File: src/rtl/dot8_row_accum.sv
// Sums a run-time number of consecutive dot8 partials into one row result and queues the
// completed row sums in a small FIFO drained over a valid/ready handshake.
module dot8_row_accum #(
    parameter int unsigned IWIDTH = 32,
    parameter int unsigned AWIDTH = 32,
    parameter int unsigned CWIDTH = 8,
    parameter int unsigned DEPTH  = 4
) (
    input  logic              clk,
    input  logic              rst,
    input  logic [CWIDTH-1:0] num_chunks,
    input  logic              clear,
    input  logic              ivalid,
    input  logic [IWIDTH-1:0] idata,
    output logic [AWIDTH-1:0] odata,
    output logic              ovalid,
    input  logic              oready,
    output logic              afull,
    output logic              busy,
    output logic              ovf
);

    localparam int unsigned PW = $clog2(DEPTH);

    logic [AWIDTH-1:0] acc_q;
    logic [CWIDTH-1:0] cnt_q;
    logic [CWIDTH-1:0] n_lat_q;
    logic [AWIDTH-1:0] mem [DEPTH];
    logic [PW-1:0]     wr_ptr_q;
    logic [PW-1:0]     rd_ptr_q;
    logic [PW:0]       occ_q;
    logic              ovf_q;

    logic [CWIDTH-1:0] n_eff;
    logic [AWIDTH-1:0] idata_ext;
    logic [AWIDTH-1:0] acc_next;
    logic              last;
    logic              push;
    logic              pop;
    logic              full;
    logic              push_ok;

    assign idata_ext = AWIDTH'($signed(idata));

    // Row length is latched on the first partial; mid-row changes to num_chunks are ignored.
    always_comb begin
        n_eff = n_lat_q;
        if (cnt_q == '0) begin
            n_eff = (num_chunks == '0) ? CWIDTH'(1) : num_chunks;
        end
    end

    assign acc_next = ((cnt_q == '0) ? '0 : acc_q) + idata_ext;
    assign last     = ({1'b0, cnt_q} + (CWIDTH + 1)'(1)) == {1'b0, n_eff};
    assign push     = ivalid && !clear && last;

    assign ovalid  = (occ_q != '0);
    assign full    = (occ_q == (PW + 1)'(DEPTH));
    assign afull   = (occ_q >= (PW + 1)'(DEPTH - 1));
    assign pop     = ovalid && oready;
    // A full FIFO still accepts when the head leaves in the same cycle.
    assign push_ok = push && (!full || pop);

    assign odata = ovalid ? mem[rd_ptr_q] : '0;
    assign busy  = (cnt_q != '0);
    assign ovf   = ovf_q;

    always_ff @(posedge clk) begin
        if (!rst) begin
            acc_q    <= '0;
            cnt_q    <= '0;
            n_lat_q  <= '0;
            wr_ptr_q <= '0;
            rd_ptr_q <= '0;
            occ_q    <= '0;
            ovf_q    <= 1'b0;
        end else begin
            if (clear) begin
                cnt_q <= '0;
                acc_q <= '0;
            end else if (ivalid) begin
                if (cnt_q == '0) begin
                    n_lat_q <= n_eff;
                end
                if (last) begin
                    cnt_q <= '0;
                end else begin
                    cnt_q <= cnt_q + CWIDTH'(1);
                    acc_q <= acc_next;
                end
            end

            if (pop) begin
                rd_ptr_q <= rd_ptr_q + PW'(1);
            end
            if (push_ok) begin
                wr_ptr_q <= wr_ptr_q + PW'(1);
            end
            if (push && !push_ok) begin
                ovf_q <= 1'b1;
            end
            occ_q <= occ_q + (PW + 1)'(push_ok) - (PW + 1)'(pop);
        end
    end

    always_ff @(posedge clk) begin
        if (rst && push_ok) begin
            mem[wr_ptr_q] <= acc_next;
        end
    end

endmodule

File: config.mk
export PLATFORM = sky130hd
export DESIGN_NAME = dot8_row_accum
export DESIGN_NICKNAME = d
export VERILOG_FILES = /design/src/rtl/dot8_row_accum.sv
export SDC_FILE = /design/constraint.sdc
export NUM_CORES = 1
export LEC_CHECK = 0
export ABC_CLOCK_PERIOD_IN_PS = 6050
export CAP_MARGIN = 40
export CORE_ASPECT_RATIO = 1.5
export CORE_UTILIZATION = 58
export CTS_CLUSTER_SIZE = 16
export DETAILED_ROUTE_END_ITERATION = 10
export GPL_TIMING_DRIVEN = 0
export PLACE_DENSITY = 0.8
export SYNTH_ARGS = -nofsm -noshare
export SYNTH_HDL_FRONTEND = slang
export SYNTH_SLANG_ARGS = --single-unit
File: constraint.sdc
create_clock -name clk -period 6.05 [get_ports clk]
set_input_delay 1.21 -clock clk [delete_from_list [all_inputs] [get_ports clk]]
set_output_delay 1.21 -clock clk [all_outputs]
set_load 0.05 [all_outputs]
==> results of run 1 <==
-- flip-flops by register name, indices dropped and copies added (netlist names), named ones only --
| register | count |
|---|---|
| acc_q | 32 |
| wr_ptr_q | 2 |
| rd_ptr_q | 2 |
| n_lat_q | 8 |
| occ_q | 3 |
| cnt_q | 8 |
| mem | 128 |
| ovf | 1 |
-- synthesized netlist by cell type, drive strengths merged, types with 10 or more instances --
cell type	n	share of area, %
nand3	19	1.0
a21boi	10	0.80
mux4	32	7.7
clkbuf	22	0.88
dfxtp	58	12
o21ai	26	1.4
xor2	14	1.3
edfxtp	128	41
mux2i	38	4.1
ha	39	5.2
and2	75	5.0
a21oi	41	2.2
xnor2	23	2.1
a21o	17	1.4
nand2	44	1.8
inv	18	0.72
nor3	15	0.80
nor2	62	2.6
-- layer usage --
layer	wire, um	up-vias
met1	7780	3175
met4	668	0
li1	-	3085
met5	0	-
met2	11100	255
met3	1010	59
-- cell families after synthesis --
kind of cell	synth area share [%]
buf+inv	2.15
flops	53.4
fa+ha+maj	5.63
compound gates	9.11
mux	11.8
xor+xnor	3.46
simple gates	14.5
-- final timing paths --
kind | cells after the start | to | slack, ns
hold / removal | 2 | n_lat_q[1] | 0.46
setup reg to reg | 17 | acc_q[30] | 0.59
hold reg to reg | 2 | n_lat_q[1] | 0.46
setup / recovery | 17 | acc_q[30] | 0.59
-- power by group through the flow --
stage	clock network [mW]	registers (mW)	logic, mW
2_1_floorplan	0	1.43	0.929
3_3_place_gp	0	1.44	1.32
3_5_place_dp	0	1.44	1.37
4_1_cts	1.06	1.41	1.37
5_1_grt	1.11	1.41	1.44
6_report	1.06	1.41	1.36
-- worst max-delay path: stages (launching register included) --
cell and delay (ns):
dfxtp_1 0.39, inv_1 0.12, ha_1 0.17, or4b_4 0.52, nor2_2 0.30, inv_1 0.23, clkbuf_1 0.27, and2_1 0.23
ha_1 0.35, a21o_1 0.20, a221oi_1 0.52, o221ai_1 0.37, a2111oi_2 0.65, o21ai_0 0.32, a21oi_1 0.26, xnor2_1 0.25
mux2i_1 0.14, nor2_1 0.10
-- cell type report --
cell class | instances | area [um2] | share of cell area, %
flip-flops and latches | 186 | 5000 | 44.9
multi-input cells | 536 | 4180 | 37.4
repair buffers | 88 | 953 | 8.55
clock buffers | 18 | 429 | 3.85
well taps | 203 | 254 | 2.28
clock inverters | 14 | 133 | 1.19
plain buffers | 30 | 130 | 1.17
inverters | 19 | 71.3 | 0.640
-- stage by stage --
stage	hold slack [ns]	instances	setup WS [ns]	power [mW]
floorplan	0.440	771	1.80	2.36
global placement	0.452	1054	0.738	2.75
detailed placement	0.456	1062	0.707	2.80
CTS	0.467	1094	0.675	3.85
global route	0.476	1094	0.350	3.97
finish	0.463	1094	0.589	3.83
==> out/metrics.yaml, run 1 <==
floorplan:
  fp.coreArea_um2: 15700
  boundaryPins: 81
  start_util_pct: 59.7
  die_area_um2: 16700
  rows: 56
  dieHeight_um: 158
  die_x_um: 106
final_layout:
  postLayoutCoreUtil_pct: 71.0
  antenna_cells: 0
  nets: 964
  drive_gt1_share_pct: 10.1
  syn2layout_area_growth_pct: 18.9
  fillers: 1077
  layout_common_cells: "edfxtp_1, clkdlybuf4s50_1, and2_1"
  final_common_cell: "edfxtp_1"
  final_area_um2: 11200
clocking:
  cts_root_buf: "clkbuf_16"
  clock-sinks: 186
  clockBufferDepth: 2
  cts_tree: "built"
  cts_setup_buffers: 0
  cts_resized: 0
  hold_buffers: 0
  clk_pin_slew_ns: 0.07
  cts_inserted_buffers: 17
  insertion_delay_ns: 0.44
  cts_max_level: 4
drt:
  wirelength_um: 20500
  routed-via-count: 6574
  dr.pass1.iters: 5
  drc: 0
  ant_nets: 0
  first_iter_violations: 361
  viasPerCell: 6.01
  wire_per_inst_um: 18.8
global_routing:
  grt_pass1_vias: 6740
  met2_usage_pct: 48.6
  use_met3_pct: 3.71
  grt_max_degree: 19
  grt_pass1_wl_um: 33300
  met1_usage_pct: 29.3
  busiest_layer: "met2"
  grt-ovfl-total: 0
  antenna_found_initial: 0
  grt_usage_pct: 26.1
sta:
  worst_pin_slew_ns: 0.804
  min_period_ns: 5.46
  finalSetupTns_ns: 0
  grt_setup_unrepaired: "no"
  fmax_ghz: 0.183
  finalHoldViolCount: 0
  max_slew_margin_pct: 45.7
  drv_slew: 0
  clock_skew_ns: 0.0159
  period_share_pct: 90.3
  setup_violations: 0
placed_design:
  place.gp.congestion: 0.940
  dp_hpwl_um: 14900
  placed_cell_area_um2: 10600
  port_buffers: 80
power:
  irDropWorstVdd_v: 0.000294
  cellPowerDensity_nw_per_um2: 343
  intPower_mw: 2.46
  p_leak_nw: 4.22
  seq_power_share_pct: 36.8
  pwr-share-clk_pct: 27.6
  power_switching_mw: 1.37
  swShare_pct: 35.7
  pwr-share-comb_pct: 35.6
setup_path:
  crit_path_end_kind: "flip-flop"
  critical_path_class: "flip-flop to flip-flop"
  critPathArrivalTime_ns: 5.83
  worst-endpoint-required_ns: 6.42
  critPathMaxFanout: 10
  worstSetupStartpoint: "cnt_q[0]"
  start_kind: "flip-flop"
  r2r_start: "cnt_q[0]"
yosys:
  synth_area_um2: 9380
  synthesis.nets: 857
  syn_inst: 771
  synth.avg_cell_area_um2: 12.2
  synth_edf_count: 128
  yosys_warnings: 0
  ys_ff_latch: 186
  synthFlopType: "edfxtp_1"
  synthArstFlopShare_pct: 0
  ys_seq_area_share_pct: 53.4
  synth_cell_types: 57
worst_hold_path:
  hp-class: "flip-flop to flip-flop"
  min_from: "n_lat_q[1]"
status:
  status: "finished, final reports clean"
job:
  maxCapViolCount: 0
Note: power is estimated with default switching activity, not from simulation.
==> run 2: changes to the inputs <==
--- a/config.mk
+++ b/config.mk
@@ -7,6 +7,6 @@
 export LEC_CHECK = 0
-export ABC_CLOCK_PERIOD_IN_PS = 6050
+export ABC_CLOCK_PERIOD_IN_PS = 6750
 export CAP_MARGIN = 40
 export CORE_ASPECT_RATIO = 1.5
-export CORE_UTILIZATION = 58
+export CORE_UTILIZATION = 63
 export CTS_CLUSTER_SIZE = 16
@@ -14,3 +14,3 @@
 export GPL_TIMING_DRIVEN = 0
-export PLACE_DENSITY = 0.8
+export PLACE_DENSITY = 0.86
 export SYNTH_ARGS = -nofsm -noshare
==> constraint.sdc (replaced) <==
create_clock -name clk -period 6.75 [get_ports clk]
set_input_delay 1.35 -clock clk [delete_from_list [all_inputs] [get_ports clk]]
set_output_delay 1.35 -clock clk [all_outputs]
set_load 0.1 [all_outputs]
==> run 2 against run 1 <==
  * Clock skew is 0.0059 ns lower
  * Largest power group is now combinational cells
  * Sequential share of layout area decreased by 2.2 points
  * Critical endpoint is now acc_q[24]
  * Sequential cell count stayed put
  * Clock power about the same
  * Critical path type unchanged
  * Core utilization increased by 9.6 points
  * Critical path depth did not move
  * Maximum frequency shrank 4.6%
  * First-iteration DRC count rose by 62%
==> out/metrics.yaml, run 2 (same netlist as run 1, synthesis figures left out) <==
clocking:
  cts_root_buf: "clkbuf_16"
  clockBufferDepth: 2
  insertion_delay_ns: 0.43
  cts_setup_buffers: 0
  cts_inserted_buffers: 17
  clk_pin_slew_ns: 0.07
  cts_tree: "built"
  hold_buffers: 0
  cts_max_level: 4
  clock-sinks: 186
  cts_resized: 0
sta:
  drv_slew: 0
  period_share_pct: 84.8
  fmax_ghz: 0.175
  min_period_ns: 5.72
  worst_pin_slew_ns: 0.733
  setup_violations: 0
  finalHoldViolCount: 0
  hold_slack_ns: 0.466
  max_slew_margin_pct: 50.6
  finalSetupTns_ns: 0
  grt_setup_unrepaired: "no"
  clock_skew_ns: 0.0100
drt:
  viasPerCell: 6.33
  wire_per_inst_um: 21.5
  first_iter_violations: 584
  dr.pass1.iters: 7
  drc: 0
  wirelength_um: 24100
  ant_nets: 0
  routed-via-count: 7106
status:
  status: "finished, final reports clean"
final_layout:
  final_common_cell: "edfxtp_1"
  postLayoutCoreUtil_pct: 80.6
  multi_input_area_um2: 4180
  fillers: 800
  nets: 1000
  syn2layout_area_growth_pct: 24.9
  antenna_cells: 0
  layout_common_cells: "edfxtp_1, clkdlybuf4s50_1, and2_1"
  top_register: "mem"
  reg_top3: "mem: 128 flops, acc_q: 32 flops"
  drive_gt1_share_pct: 13.4
  largest_reg_flops: 128
  ff_latch_area_um2: 5000
worst_hold_path:
  hp-class: "flip-flop to flip-flop"
  holdPathStages: 2
  min_from: "n_lat_q[4]"
setup_path:
  cp_top_family: "compound AO/OA/AOI/OAI gates"
  critPathArrivalTime_ns: 6.09
  r2r_start: "cnt_q[0]"
  path_depth: 17
  crit_chain: "inv_1 -> ha_1 -> or4b_4 -> nor2_2 -> inv_1 -> clkbuf_1 -> and2_1 -> ha_1 -> a21o_1 -> a221oi_1 -> o221ai_1 -> a2111oi_2 -> o21ai_0 -> a21oi_1 -> xnor2_1 -> mux2i_1 -> nor2_1"
  reg2reg_depth: 17
  worst-endpoint-required_ns: 7.12
  critPathBufInv: 3
  start_kind: "flip-flop"
  critical_path_class: "flip-flop to flip-flop"
  crit_path_end_kind: "flip-flop"
  critPathMaxFanout: 10
  cp_slowest_cell: "a221oi_1"
  worst_path_largest_cell_delay_ns: 0.68
  worstSetupStartpoint: "cnt_q[0]"
job:
  maxCapViolCount: 0
placed_design:
  dp_hpwl_um: 15500
  place.gp.congestion: 0.927
  port_buffers: 80
power:
  cellPowerDensity_nw_per_um2: 375
  irDropWorstVdd_v: 0.000373
  p_leak_nw: 4.49
global_routing:
  grt_usage_pct: 33.6
  grt-ovfl-total: 0
  grt_pass1_wl_um: 38200
  grt_max_degree: 25
  grt_pass1_vias: 7443
  antenna_found_initial: 0
floorplan:
  die_x_um: 102
  dieHeight_um: 151
  die_area_um2: 15400
  rows: 54
  start_util_pct: 64.5
  fp.coreArea_um2: 14500
  boundaryPins: 81
==> run 2: cell count changes in the layout (fill, tap and decap cells not counted) <==
cell	previous run	this run
clkinvlp_2	0	1
buf_12	0	4
buf_6	4	3
clkinv_8	1	0
buf_8	1	38
clkinv_4	4	1
buf_16	4	0
inv_6	4	3
inv_8	3	1
bufinv_16	0	4
clkinv_1	1	3
==> run 2: where the power goes <==
part,total [mW],internal [mW],leakage [nW],switching (mW)
sequential,1.26,1.25,1.62,0.0183
clock,1.06,0.623,0.298,0.440
combinational,2.06,0.771,2.57,1.29
==> run 2: metrics by stage <==
step	power, mW	area (um2)	setup WS (ns)	instances
6_report	4.39	11700	1.03	1123
3_3_place_gp	2.91	10400	1.35	1047
5_1_grt	4.51	11700	0.658	1123
4_1_cts	4.39	11700	1.14	1123
2_1_floorplan	2.55	9380	2.50	771
3_5_place_dp	3.34	11100	1.36	1091
==> run 2: final timing paths <==
kind | slack (ns) | to
hold reg to reg | 0.47 | n_lat_q[4]
setup reg to reg | 1.03 | acc_q[24]
hold / removal | 0.47 | n_lat_q[4]
setup / recovery | 1.03 | acc_q[24]
==> run 2: area by class of cell <==
type	count	share of cell area, %
buffer	30	1.11
clock buffer	18	3.66
clock inverter	14	1.63
inverter	19	0.609
multi-input combinational	536	35.6
sequential	186	42.7
tap	196	2.09
timing repair buffer	124	12.5
==> run 2: routing by layer <==
layer  wire [um]  global-route usage, %
met1        8450                   36.3
met3        1650                   6.92
met5           0                      0
met2       12600                   58.4
met4        1490                   23.0
==> run 2: worst min-delay path: stages (launching register included) <==
cell      delay (ns)
dfxtp_1         0.31
nand2_1         0.04
a21boi_0        0.06
==> run 3: changes to the inputs <==
Settings changed: ABC_CLOCK_PERIOD_IN_PS 6750 to 5300, CORE_UTILIZATION 63 to 58, PLACE_DENSITY 0.86 to 0.8.
Clock period 6.75 ns to 5.3 ns, I/O delays scaled along.
==> run 3 against run 2 <==
  * Sequential cell count is the same
  * Global-route usage shrank 6.5 points
  * Critical path depth is the same
  * Clock skew grew 0.0048 ns
  * Register-to-register slack lost 0.84 ns
  * Setup slack lost 0.84 ns
==> out/metrics.yaml, run 3 (same netlist as run 1, synthesis figures left out) <==
clocking:
  cts_root_buf: "clkbuf_16"
  hold_buffers: 0
  clockBufferDepth: 2
  cts_inserted_buffers: 17
  cts_tree: "built"
  insertion_delay_ns: 0.43
  clk_pin_slew_ns: 0.08
  clock-sinks: 186
  cts_max_level: 4
drt:
  drc: 0
  ant_nets: 0
  wire_per_inst_um: 19.0
  viasPerCell: 6.02
  wirelength_um: 21500
  first_iter_violations: 419
  routed-via-count: 6808
  dr.pass1.iters: 5
setup_path:
  critPathBufInv: 3
  cp_slowest_cell: "or4b_4"
  start_kind: "flip-flop"
  critical_path_class: "flip-flop to flip-flop"
  worst_path_largest_cell_delay_ns: 0.53
  worst-endpoint-required_ns: 5.67
  crit_chain: "inv_1 -> ha_1 -> or4b_4 -> nor2_2 -> inv_1 -> clkbuf_1 -> and2_1 -> ha_1 -> a21o_1 -> a221oi_2 -> o221ai_2 -> a2111oi_4 -> o21ai_0 -> a21oi_1 -> xnor2_1 -> mux2i_1 -> nor2_1"
  cp_top_family: "compound AO/OA/AOI/OAI gates"
  critPathArrivalTime_ns: 5.48
  critPathMaxFanout: 10
  crit_path_end_kind: "flip-flop"
sta:
  finalHoldViolCount: 0
  setup_violations: 0
  max_slew_margin_pct: 52.6
  drv_slew: 0
  finalWorstSetupSlack_ns: 0.189
  fmax_ghz: 0.196
  hold_slack_ns: 0.463
  min_period_ns: 5.11
  worst_pin_slew_ns: 0.706
  clock_skew_ns: 0.0148
  period_share_pct: 96.4
final_layout:
  nets: 1000
  drive_gt1_share_pct: 13.9
  syn2layout_area_growth_pct: 25.0
  largest_reg_flops: 128
  antenna_cells: 0
  top_register: "mem"
  layout_common_cells: "edfxtp_1, clkdlybuf4s50_1, and2_1"
  final_area_um2: 11700
  reg_top3: "mem: 128 flops, acc_q: 32 flops"
  stdcell_count: 1130
  fillers: 1012
  final_common_cell: "edfxtp_1"
global_routing:
  grt_max_degree: 19
  grt_usage_pct: 27.1
  grt_pass1_wl_um: 34500
  antenna_found_initial: 0
  grt-ovfl-total: 0
  grt_pass1_vias: 6945
floorplan:
  die_area_um2: 16700
  dieHeight_um: 158
  rows: 56
  die_x_um: 106
  boundaryPins: 81
  start_util_pct: 59.7
  fp.coreArea_um2: 15700
power:
  irDropWorstVdd_v: 0.000432
  cellPowerDensity_nw_per_um2: 461
  p_leak_nw: 4.49
placed_design:
  port_buffers: 80
  placed_cell_area_um2: 11100
  placed_cells: 1098
  place.gp.congestion: 0.940
  dp_hpwl_um: 15300
  pre_cts_ws_ns: -0.0362
worst_hold_path:
  hp-class: "flip-flop to flip-flop"
job:
  maxCapViolCount: 0
status:
  status: "finished, final reports clean"
## run 3: cell count changes in the layout (fill, tap and decap cells not counted), sizes merged
cell	delta
clkbuf	-1
clkinv	+3
bufinv	-4
inv	+2
## run 3: tightest hold or removal path: stages (launching register included)
cell and delay, ns:
dfxtp_1 0.31, nand2_1 0.04, a21boi_0 0.06
## run 3: layout make-up
| type | instances | area, um2 | area share, % |
|---|---|---|---|
| Buffer | 30 | 130 | 1.11 |
| Sequential cell | 186 | 5000 | 42.7 |
| Clock inverter | 15 | 135 | 1.15 |
| Clock buffer | 17 | 425 | 3.63 |
| Inverter | 19 | 71.3 | 0.608 |
| Timing Repair Buffer | 124 | 1490 | 12.7 |
| Multi-Input combinational cell | 536 | 4210 | 35.9 |
| Tap cell | 203 | 254 | 2.17 |
## run 3: where the power goes
group	total [mW]	leakage, nW	switching (mW)	internal [mW]
Sequential	1.61	1.62	0.0235	1.59
Combinational	2.59	2.59	1.61	0.980
Clock	1.21	0.270	0.587	0.619
## run 3: repair_timing
item | in CTS | in global routing
setup endpoints to repair | 6 | 53
pin swaps | 0 | 0
buffers inserted | 0 | 0
resized for setup | 1 | 5
## run 3: path summary, 6_finish.rpt
kind / startpoint / end / slack, ns / cells past startpoint
setup reg to reg: cnt_q[0] / acc_q[30] / 0.19 / 17
setup / recovery: cnt_q[0] / acc_q[30] / 0.19 / 17
hold / removal: n_lat_q[1] / n_lat_q[1] / 0.46 / 2
hold reg to reg: n_lat_q[1] / n_lat_q[1] / 0.46 / 2
## run 3: per-stage QoR
stage	utilization, %	power (mW)	TNS (ns)
after CTS	74.6	5.42	0
after global routing	74.7	5.57	-0.0554
after floorplan	-	3.25	0
after global placement	66.5	3.70	0
after detailed placement	70.9	4.24	-0.0362
final	74.7	5.40	0
## run 3: layer usage
| layer | track usage, % | share of wire, % | up-vias |
|---|---|---|---|
| li1 | - | - | 3154 |
| met1 | 30.7 | 37 | 3237 |
| met2 | 49.0 | 53 | 315 |
| met3 | 4.49 | 5.5 | 102 |
| met4 | 13.8 | 4.8 | 0 |
| met5 | 0 | 0 | - |
